<file path="src/rtl/fetch_ctrl_pkg.sv">
// Shared definitions for the fetch sequencing controller: FSM encoding and
// default scoreboard geometry.
package fetch_ctrl_pkg;

    typedef enum logic [1:0] {
        RUN     = 2'b00,
        BR_WAIT = 2'b01,
        HALT    = 2'b10
    } fetch_state_e;

    localparam int NUM_REGS_DEF = 8;
    localparam int REG_W_DEF    = 3;
    localparam int CNT_W_DEF    = 3;

endpackage : fetch_ctrl_pkg

</file>
<file path="src/rtl/reg_scoreboard.sv">
// Per-register pending-write counters. Saturating increment / floor-at-zero
// decrement; err pulses in any cycle an overflow or underflow is attempted.
module reg_scoreboard
    import fetch_ctrl_pkg::*;
#(
    parameter int NUM_REGS = NUM_REGS_DEF,
    parameter int REG_W    = REG_W_DEF,
    parameter int CNT_W    = CNT_W_DEF
) (
    input  logic             clk,
    input  logic             rst_n,
    input  logic             incEn,
    input  logic [REG_W-1:0] incReg,
    input  logic             decEn,
    input  logic [REG_W-1:0] decReg,
    input  logic [REG_W-1:0] rd1Reg,
    input  logic [REG_W-1:0] rd2Reg,
    output logic             busy1,
    output logic             busy2,
    output logic             err
);

    logic [NUM_REGS-1:0][CNT_W-1:0] cnt;
    logic [NUM_REGS-1:0]            incHit, decHit, ovf, unf;

    for (genvar i = 0; i < NUM_REGS; i++) begin : gDec
        assign incHit[i] = incEn && (incReg == REG_W'(i));
        assign decHit[i] = decEn && (decReg == REG_W'(i));
        // Simultaneous inc and dec on one register cancel out, never an error.
        assign ovf[i]    = incHit[i] && !decHit[i] && (cnt[i] == '1);
        assign unf[i]    = decHit[i] && !incHit[i] && (cnt[i] == '0);
    end

    always_ff @(posedge clk or negedge rst_n) begin
        if (!rst_n) begin
            cnt <= '0;
        end else begin
            for (int i = 0; i < NUM_REGS; i++) begin
                if (incHit[i] && !decHit[i] && !ovf[i])
                    cnt[i] <= cnt[i] + CNT_W'(1);
                else if (decHit[i] && !incHit[i] && !unf[i])
                    cnt[i] <= cnt[i] - CNT_W'(1);
            end
        end
    end

    // Read ports see pre-update counts, so a same-cycle retire still stalls.
    assign busy1 = |cnt[rd1Reg];
    assign busy2 = |cnt[rd2Reg];
    assign err   = |(ovf | unf);

endmodule : reg_scoreboard

</file>
<file path="src/rtl/fetch_issue_ctrl.sv">
// Fetch-stage sequencer: RAW stall via pending-write scoreboard, branch
// shadow wait, and terminal HALT. Drives PC write-enable and NOP-select.
module fetch_issue_ctrl
    import fetch_ctrl_pkg::*;
#(
    parameter int NUM_REGS = NUM_REGS_DEF,
    parameter int REG_W    = REG_W_DEF,
    parameter int CNT_W    = CNT_W_DEF
) (
    input  logic             clk,
    input  logic             rst_n,
    input  logic             inst_valid,
    input  logic             src1_use,
    input  logic [REG_W-1:0] src1_reg,
    input  logic             src2_use,
    input  logic [REG_W-1:0] src2_reg,
    input  logic             dst_wr,
    input  logic [REG_W-1:0] dst_reg,
    input  logic             is_branch,
    input  logic             is_halt,
    input  logic             wb_valid,
    input  logic [REG_W-1:0] wb_reg,
    input  logic             br_resolve,
    output logic             pc_we,
    output logic             nop_sel,
    output logic             issue,
    output logic             halted,
    output logic             err
);

    fetch_state_e state, stateNxt;
    logic         busy1, busy2, hazard, sbErr, protoErr;

    reg_scoreboard #(
        .NUM_REGS (NUM_REGS),
        .REG_W    (REG_W),
        .CNT_W    (CNT_W)
    ) uScoreboard (
        .clk    (clk),
        .rst_n  (rst_n),
        .incEn  (issue && dst_wr),
        .incReg (dst_reg),
        .decEn  (wb_valid),
        .decReg (wb_reg),
        .rd1Reg (src1_reg),
        .rd2Reg (src2_reg),
        .busy1  (busy1),
        .busy2  (busy2),
        .err    (sbErr)
    );

    assign hazard   = inst_valid && ((src1_use && busy1) || (src2_use && busy2));
    assign protoErr = br_resolve && (state != BR_WAIT);

    always_ff @(posedge clk or negedge rst_n) begin
        if (!rst_n) state <= RUN;
        else        state <= stateNxt;
    end

    always_comb begin
        stateNxt = state;
        unique case (state)
            RUN: begin
                if (issue) begin
                    if (is_halt)        stateNxt = HALT;
                    else if (is_branch) stateNxt = BR_WAIT;
                end
            end
            BR_WAIT: if (br_resolve) stateNxt = RUN;
            HALT:    stateNxt = HALT;
            default: stateNxt = RUN;
        endcase
    end

    always_comb begin
        pc_we   = 1'b0;
        nop_sel = 1'b1;
        issue   = 1'b0;
        halted  = 1'b0;
        unique case (state)
            RUN: begin
                if (!inst_valid) begin
                    pc_we = 1'b1;
                end else if (!hazard) begin
                    pc_we   = 1'b1;
                    nop_sel = 1'b0;
                    issue   = 1'b1;
                end
            end
            // PC loads the resolved target in the resolve cycle.
            BR_WAIT: pc_we  = br_resolve;
            HALT:    halted = 1'b1;
            default: ;
        endcase
    end

    always_ff @(posedge clk or negedge rst_n) begin
        if (!rst_n)                    err <= 1'b0;
        else if (sbErr || protoErr)    err <= 1'b1;
    end

endmodule : fetch_issue_ctrl

</file>
<file path="config.mk">
export PLATFORM = sky130hd
export DESIGN_NAME = fetch_issue_ctrl
export DESIGN_NICKNAME = d
export VERILOG_FILES = /design/src/rtl/fetch_ctrl_pkg.sv /design/src/rtl/reg_scoreboard.sv /design/src/rtl/fetch_issue_ctrl.sv
export SDC_FILE = /design/constraint.sdc
export NUM_CORES = 1
export LEC_CHECK = 0
export CORE_UTILIZATION = 35
export CTS_CLUSTER_DIAMETER = 100
export DETAILED_ROUTE_END_ITERATION = 10
export PLACE_DENSITY = 0.5
export SYNTH_ARGS = -nofsm -noshare
export SYNTH_HDL_FRONTEND = slang
export SYNTH_SLANG_ARGS = --single-unit
</file>
<file path="constraint.sdc">
create_clock -name clk -period 3.4 [get_ports clk]
set_input_delay 0.85 -clock clk [delete_from_list [all_inputs] [get_ports clk]]
set_output_delay 0.85 -clock clk [all_outputs]
set_load 0.01 [all_outputs]
</file>
==> results of run 1 <==
==> area by class of cell <==
cell class                 instances  share of cell area (%)
clock buffer                       4                    1.01
inverter                          19                    1.60
tap                              105                    2.95
timing repair buffer             133                    23.4
multi-input combinational        310                    55.8
sequential                        27                    15.2
==> power breakdown <==
group	switching, mW	internal [mW]	total, mW
combinational	0.886	0.769	1.66
clock	0.118	0.0847	0.203
sequential	0.155	0.453	0.608
total	1.16	1.31	2.47
==> cell families (layout without fill, tap and decap cells) <==
family	Yosys count	count (layout)	share of synthesized area, %
AND/OR/NAND/NOR	181	181	35.7
AO/OA/AOI/OAI	118	118	28.3
buffers and inverters	43	156	7.12
flip-flops	27	27	22.6
adder cells (fa/ha/maj)	8	8	5.36
XOR/XNOR	2	2	0.586
multiplexers	1	1	0.377
==> placed cells by master (no fill, tap or decap), types with 6 or more instances in the layout <==
cell type	netlist	final
clkdlybuf4s50_1	0	15
nor3_2	5	6
o21ai_0	32	32
nand2b_1	9	7
and3_1	7	6
nor4_4	2	10
a2111oi_4	0	6
nand2_1	34	32
dfrtp_1	27	27
a21oi_1	16	16
buf_4	0	107
nand3_1	23	22
nor3_1	26	21
nor2_1	19	19
nand4_1	8	8
inv_1	19	18
==> through the flow <==
| stage | worst slack, ns | util [%] |
|---|---|---|
| finish | 0.0925 | 53.9 |
| CTS | 0.000346 | 52.5 |
| global placement | -0.845 | 48.7 |
| floorplan | 0.0232 | - |
| global route | -0.0302 | 53.9 |
| detailed placement | -0.966 | 48.7 |
==> worst max-delay path, cell delays in order <==
cell	delay, ns
buf_6	0.15
nor4_4	0.20
a2111oi_4	0.11
buf_4	0.17
nor4_4	0.34
and3_4	0.26
nand4_1	0.15
fa_2	0.45
nand2_1	0.07
nor3_1	0.06
a221o_1	0.35
or3_1	0.31
==> timing repair <==
item,CTS,global route
hold buffers,0,0
pin swaps,12,17
gates resized for setup,60,34
setup endpoints to repair,26,15
setup buffers,3,1
==> state kept, by name (all words and copies together), names as in the netlist <==
name,count
uScoreboard.cnt,24
state,2
err,1
==> metal layers <==
layer,wire length (um),part of all wire (%)
met5,0,0
met4,121,1.2
met3,384,3.8
met2,4910,49
met1,4580,46
==> cell usage after synthesis, types with 4 or more instances <==
cell	count	area share, %
nand2_1	34	4.3
nor4_1	12	2.5
a21oi_1	16	2.7
buf_6	4	1.5
and3_1	7	1.5
a211oi_1	4	1.0
nand3_1	23	3.9
nand4_1	8	1.7
o211ai_1	4	1.0
nand2b_1	9	1.9
buf_2	14	2.3
nor3_2	5	1.7
o21ai_0	32	5.4
nor3_1	26	4.4
a22o_1	5	1.5
or4_1	4	1.0
dfrtp_1	27	23
fa_1	8	5.4
a211o_1	4	1.2
a2111oi_1	6	2.0
or2_2	5	1.0
inv_1	19	2.4
nor2_1	19	2.4
a2111oi_0	4	1.2
or3_1	6	1.3
==> path summary, 6_finish.rpt <==
| kind | cells past startpoint | from | slack, ns | end |
|---|---|---|---|---|
| max | 12 | src1_reg[1] | 0.09 | uScoreboard.cnt[23]$_DFFE_PN0P_ |
| min | 1 | state[0]$_DFFE_PN0P_ | 0.60 | state[1]$_DFFE_PN0P_ |
| max reg2reg | 11 | uScoreboard.cnt[20]$_DFFE_PN0P_ | 0.18 | uScoreboard.cnt[23]$_DFFE_PN0P_ |
| min reg2reg | 1 | state[0]$_DFFE_PN0P_ | 0.60 | state[1]$_DFFE_PN0P_ |
| max in group asynchronous | 2 | rst_n | 2.16 | uScoreboard.cnt[3]$_DFFE_PN0P_ |
| min in group asynchronous | 2 | rst_n | 0.94 | uScoreboard.cnt[6]$_DFFE_PN0P_ |
==> key figures, run 1 <==
Route
  – Vias: 3450
  – Vias per cell: 5.77
  – Antenna viol nets, final: 0
  – Wire per inst: 16.7 um
  – DRC viols: 0
  – DRT iter0 DRCs: 144
  – DR pass1 iterations: 4
  – Drt total wl: 10000 um

Status
  – Status: completed

Finish
  – Area taken by multi-input logic gates: 2480 um^2
  – Filler cells: 808
  – Ant. Diodes: 0
  – Reg area: 676 um^2
  – Area Growth Syn to Fin: 48.8%
  – Nets: 524
  – Fraction of layout instances using a drive strength above 1: 36.5%
  – Final non-filler cell total: 598
  – Post-route cell area: 4450 um^2

STA
  – Setup Viol. Count Final: 0
  – Pins over their slew limit: 0
  – Slew @ Worst Pin: 0.610 ns
  – Max_slew headroom: 59.2%
  – Final period utilization: 97.3%
  – Min Hold Slack: 0.598 ns
  – Max Fclk: 0.302 GHz
  – Skew final: 0.00853 ns
  – TNS Setup: 0 ns
  – Min cycle time layout: 3.31 ns
  – Fin. Hold Viols: 0

Pwr
  – Cell Pwr Density: 554 nW/um^2
  – Leakage dissipation: 1.71 nW
  – Maximum vdd drop: 249 uV
  – Total power: 2.47 mW

Clock network
  – TritonCTS Buffers: 3
  – Clock Tree Buf Depth: 2
  – Clk slew on worst S/H paths: 0.11 ns
  – Clk sinks: 27
  – H-tree depth: 1
  – CTS tree: built
  – Clock Latency Late Sink: 0.29 ns
  – CTS Root Cell: clkbuf_8

Yosys
  – Cells after Synth: 380
  – Number of synthesized flops with an enable pin: 0
  – YS warnings: 0
  – Synth Net Count: 410
  – Async set-reset flop share out of synthesis: 100%
  – Mapped Area: 2990 um^2
  – Most used DFF post-synth: dfrtp_1
  – Syn avg cell area: 7.87 um^2
  – Yosys reg bits: 27
  – Cell variety after synth: 71
  – Sequential cell area fraction in the yosys report: 22.6%

Global route
  – GRT met3 Usage: 2.58%
  – Pin count of the biggest net entering global routing: 28
  – Grt ovf: 0
  – Vias in the first global route: 3337
  – Met2 GRT Util: 41.4%
  – First-pass GRT wire length: 16500 um
  – Global-route usage over all layers: 23.8%
  – Most Used Layer, Global Route: met2
  – Initial antenna violation count: 0
  – Grt met1 use: 31.7%

Worst setup path
  – Worst path arrival time: 3.49 ns
  – Setup Crit Path Kind: in2reg
  – Startpoint types: input port
  – Worst Path Max Fanout: 8
  – WP data required: 3.58 ns
  – CP Capture Type: flop

Floorplanning
  – Die area: 8910 um^2
  – Row count: 33
  – Core Region: 8260 um^2
  – Die Span X: 94.4 um
  – Initial Util: 36.2%
  – Die span in y: 94.4 um
  – Number of top-level pins: 27

Flow run
  – Number of max-cap violations: 0

Hold path
  – HP Class: reg2reg

Placement
  – I/O Buffers: 26
  – HPWL Detailed: 7770 um
  – Placer congestion estimate: 0.924
  – Placement Cell Area: 4020 um^2
  – Placed Cells: 591
No activity file was read; power rests on OpenSTA's default activity.
==> run 2: changes to the inputs <==
- ABC_CLOCK_PERIOD_IN_PS: default -> 3400
- SLEW_MARGIN: default -> 20
==> results of run 2 <==
Same layout as run 1: the final DEF is identical, and so are final timing and power.
==> run 3: changes to the inputs <==
- CORE_UTILIZATION: 35 -> 45
- PLACE_DENSITY: 0.5 -> 0.62
==> key figures, run 3 (synthesized netlist as in run 1, its figures left out) <==
Status
  – Status: complete, but fails checks
  – Failing checks: negative setup slack

STA
  – Pins over their slew limit: 0 (unchanged)
  – RSZ-0062 raised after global routing: true
  – Max Fclk: 0.284 GHz (-6.1%)
  – Min cycle time layout: 3.52 ns (+0.214 ns)
  – Skew final: 0.0114 ns (+0.00287 ns)
  – Max_slew headroom: 59.1% (-0.072 points)
  – Setup Viol. Count Final: 3 (+3)
  – Final period utilization: 104% (+6.3 points)
  – Final worst setup slack: -0.122 ns (-0.214 ns)
  – Fin. Hold Viols: 0 (unchanged)
  – Slew @ Worst Pin: 0.605 ns (-0.00507 ns)

Worst setup path
  – WP data required: 3.61 ns (+0.03 ns)
  – CP Capture Type: flop
  – Worst R2R End: uScoreboard.cnt[13]$_DFFE_PN0P_
  – Setup Crit Path Kind: in2reg
  – Startpoint types: input port
  – Setup slack, reg-to-reg: 0 ns (-0.18 ns)
  – Worst Setup SP: src1_reg[1]
  – R2R cell count: 12 (+1)
  – Worst Path Max Fanout: 4 (-4)
  – Reg-to-Reg Start: uScoreboard.cnt[11]$_DFFE_PN0P_
  – Worst path arrival time: 3.73 ns (+0.24 ns)

Hold path
  – Hold path start: state[0]$_DFFE_PN0P_
  – Worst Hold Path Cells: 1 (unchanged)
  – WHS Endpoint: state[1]$_DFFE_PN0P_
  – HP Class: reg2reg

Pwr
  – Leakage dissipation: 1.79 nW (+4.6%)
  – Cell Pwr Density: 569 nW/um^2 (+2.7%)
  – Maximum vdd drop: 458 uV (+84%)
  – Total power: 2.63 mW (+6.5%)

Floorplanning
  – Die Span X: 83.5 um (-12%)
  – Die area: 6970 um^2 (-22%)
  – Initial Util: 46.8% (+11 points)
  – Die span in y: 83.5 um (-12%)
  – Row count: 29 (-12%)
  – Number of top-level pins: 27 (unchanged)
  – Core Region: 6390 um^2 (-23%)

Clock network
  – Clock Tree Buf Depth: 2 (unchanged)
  – Clk sinks: 27 (unchanged)
  – Clock Latency Late Sink: 0.28 ns (about the same)
  – CTS tree: built
  – TritonCTS Buffers: 3 (unchanged)
  – Clk slew on worst S/H paths: 0.11 ns (about the same)
  – Hold Buf Count CTS: 0 (unchanged)
  – CTS Root Cell: clkbuf_8
  – H-tree depth: 1 (unchanged)

Global route
  – Grt met1 use: 39.2% (+7.5 points)
  – GRT met3 Usage: 4.75% (+2.2 points)
  – Global-route usage over all layers: 31.7% (+7.9 points)
  – Vias in the first global route: 3624 (+8.6%)
  – First-pass GRT wire length: 17700 um (+7.4%)
  – Initial antenna violation count: 0 (unchanged)
  – Most Used Layer, Global Route: met2
  – Grt ovf: 0 (unchanged)
  – Pin count of the biggest net entering global routing: 28 (unchanged)
  – Met2 GRT Util: 54.0% (+13 points)

Finish
  – Nets: 541 (+3.2%)
  – Commonest non-fill, non-tap cell in the layout: buf_4
  – Max FFs per register: 24 (unchanged)
  – Fraction of layout instances using a drive strength above 1: 41.0% (+4.5 points)
  – Area Growth Syn to Fin: 54.4%
  – Final Util: 72.3% (+18 points)
  – Most frequent cells in the layout: 121 x buf_4, 28 x nand2_1, 28 x o21ai_0, 27 x dfrtp_1, 21 x nand3_1
  – Ant. Diodes: 0 (unchanged)
  – Biggest register: uScoreboard.cnt
  – Largest registers: uScoreboard.cnt: 24 flops, state: 2 flops, err: 1 flops
  – Filler cells: 483 (-40%)

Route
  – Wire per inst: 19.1 um (+14%)
  – DRT iter0 DRCs: 221 (+53%)
  – Vias per cell: 6.46 (+12%)
  – Antenna viol nets, final: 0 (unchanged)
  – DRC viols: 0 (unchanged)
  – Drt total wl: 11200 um (+12%)
  – Vias: 3790 (+9.9%)
  – DR pass1 iterations: 5 (+1)

Placement
  – I/O Buffers: 26 (unchanged)
  – Pre-CTS setup slack: -0.920 ns (+0.0464 ns)
  – Placer congestion estimate: 0.980 (+6.1%)
  – HPWL Detailed: 7600 um (-2.2%)

Flow run
  – Number of max-cap violations: 0 (unchanged)
## run 3: cell count changes in the layout (fill, tap and decap cells not counted), moves of 3 or more
cell	delta
o21ai_1	+3
nand2_1	-4
nor3_1	-3
buf_4	+14
nand2_2	+3
o21ai_0	-4
nor3_2	+5
## run 3: routing by layer
layer / up-vias / wire length, um
met2: 201 / 5480
met3: 69 / 751
met1: 1785 / 4300
li1: 1735 / -
met5: - / 0
met4: 0 / 678
## run 3: area by class of cell
class	count	area, um^2	area share, %
clock buffer	4	45.0	0.976
multi-input combinational	310	2530	54.9
sequential	27	676	14.6
timing repair buffer	150	1190	25.9
inverter	19	71.3	1.55
tap	77	96.3	2.09
## run 3: worst max-delay path by stage
stage	endpoint	slack, ns	cells after the start
3_5_place_dp	issue	-0.92	7
6_report	uScoreboard.cnt[13]$_DFFE_PN0P_	-0.12	13
2_1_floorplan	uScoreboard.cnt[5]$_DFFE_PN0P_	0.02	10
5_1_grt	uScoreboard.cnt[13]$_DFFE_PN0P_	-0.18	13
3_3_place_gp	issue	-0.80	7
4_1_cts	uScoreboard.cnt[23]$_DFFE_PN0P_	0.002	14
## run 3: power by group
part | internal [mW] | switching (mW)
Sequential | 0.453 | 0.167
Combinational | 0.830 | 0.981
Clock | 0.0843 | 0.111
## run 3: per-stage QoR
stage | area (um^2) | hold slack, ns | std cells | TNS [ns]
floorplan | 2990 | 0.480 | 380 | 0
detailed placement | 4050 | 0.552 | 571 | -16.10
finish | 4620 | 0.572 | 587 | -0.185
CTS | 4430 | 0.576 | 579 | 0
global route | 4620 | 0.624 | 587 | -0.609
global placement | 4050 | 0.528 | 571 | -13.24
## run 3: critical path, stage by stage
cell and delay [ns]:
buf_12 0.11, nor4_4 0.29, a2111oi_4 0.09, buf_4 0.18, or4_4 0.60, nor4_4 0.32
buf_4 0.20, nand2_4 0.05, fa_2 0.58, nand2_2 0.07, a21oi_2 0.13, o21ai_1 0.08
nand4_1 0.15
## run 3: what timing repair did
action | 4_1_cts | 5_1_grt
buffers inserted | 4 | 8
pin swaps | 19 | 27
setup endpoints to repair | 22 | 15
gates resized for setup | 66 | 47
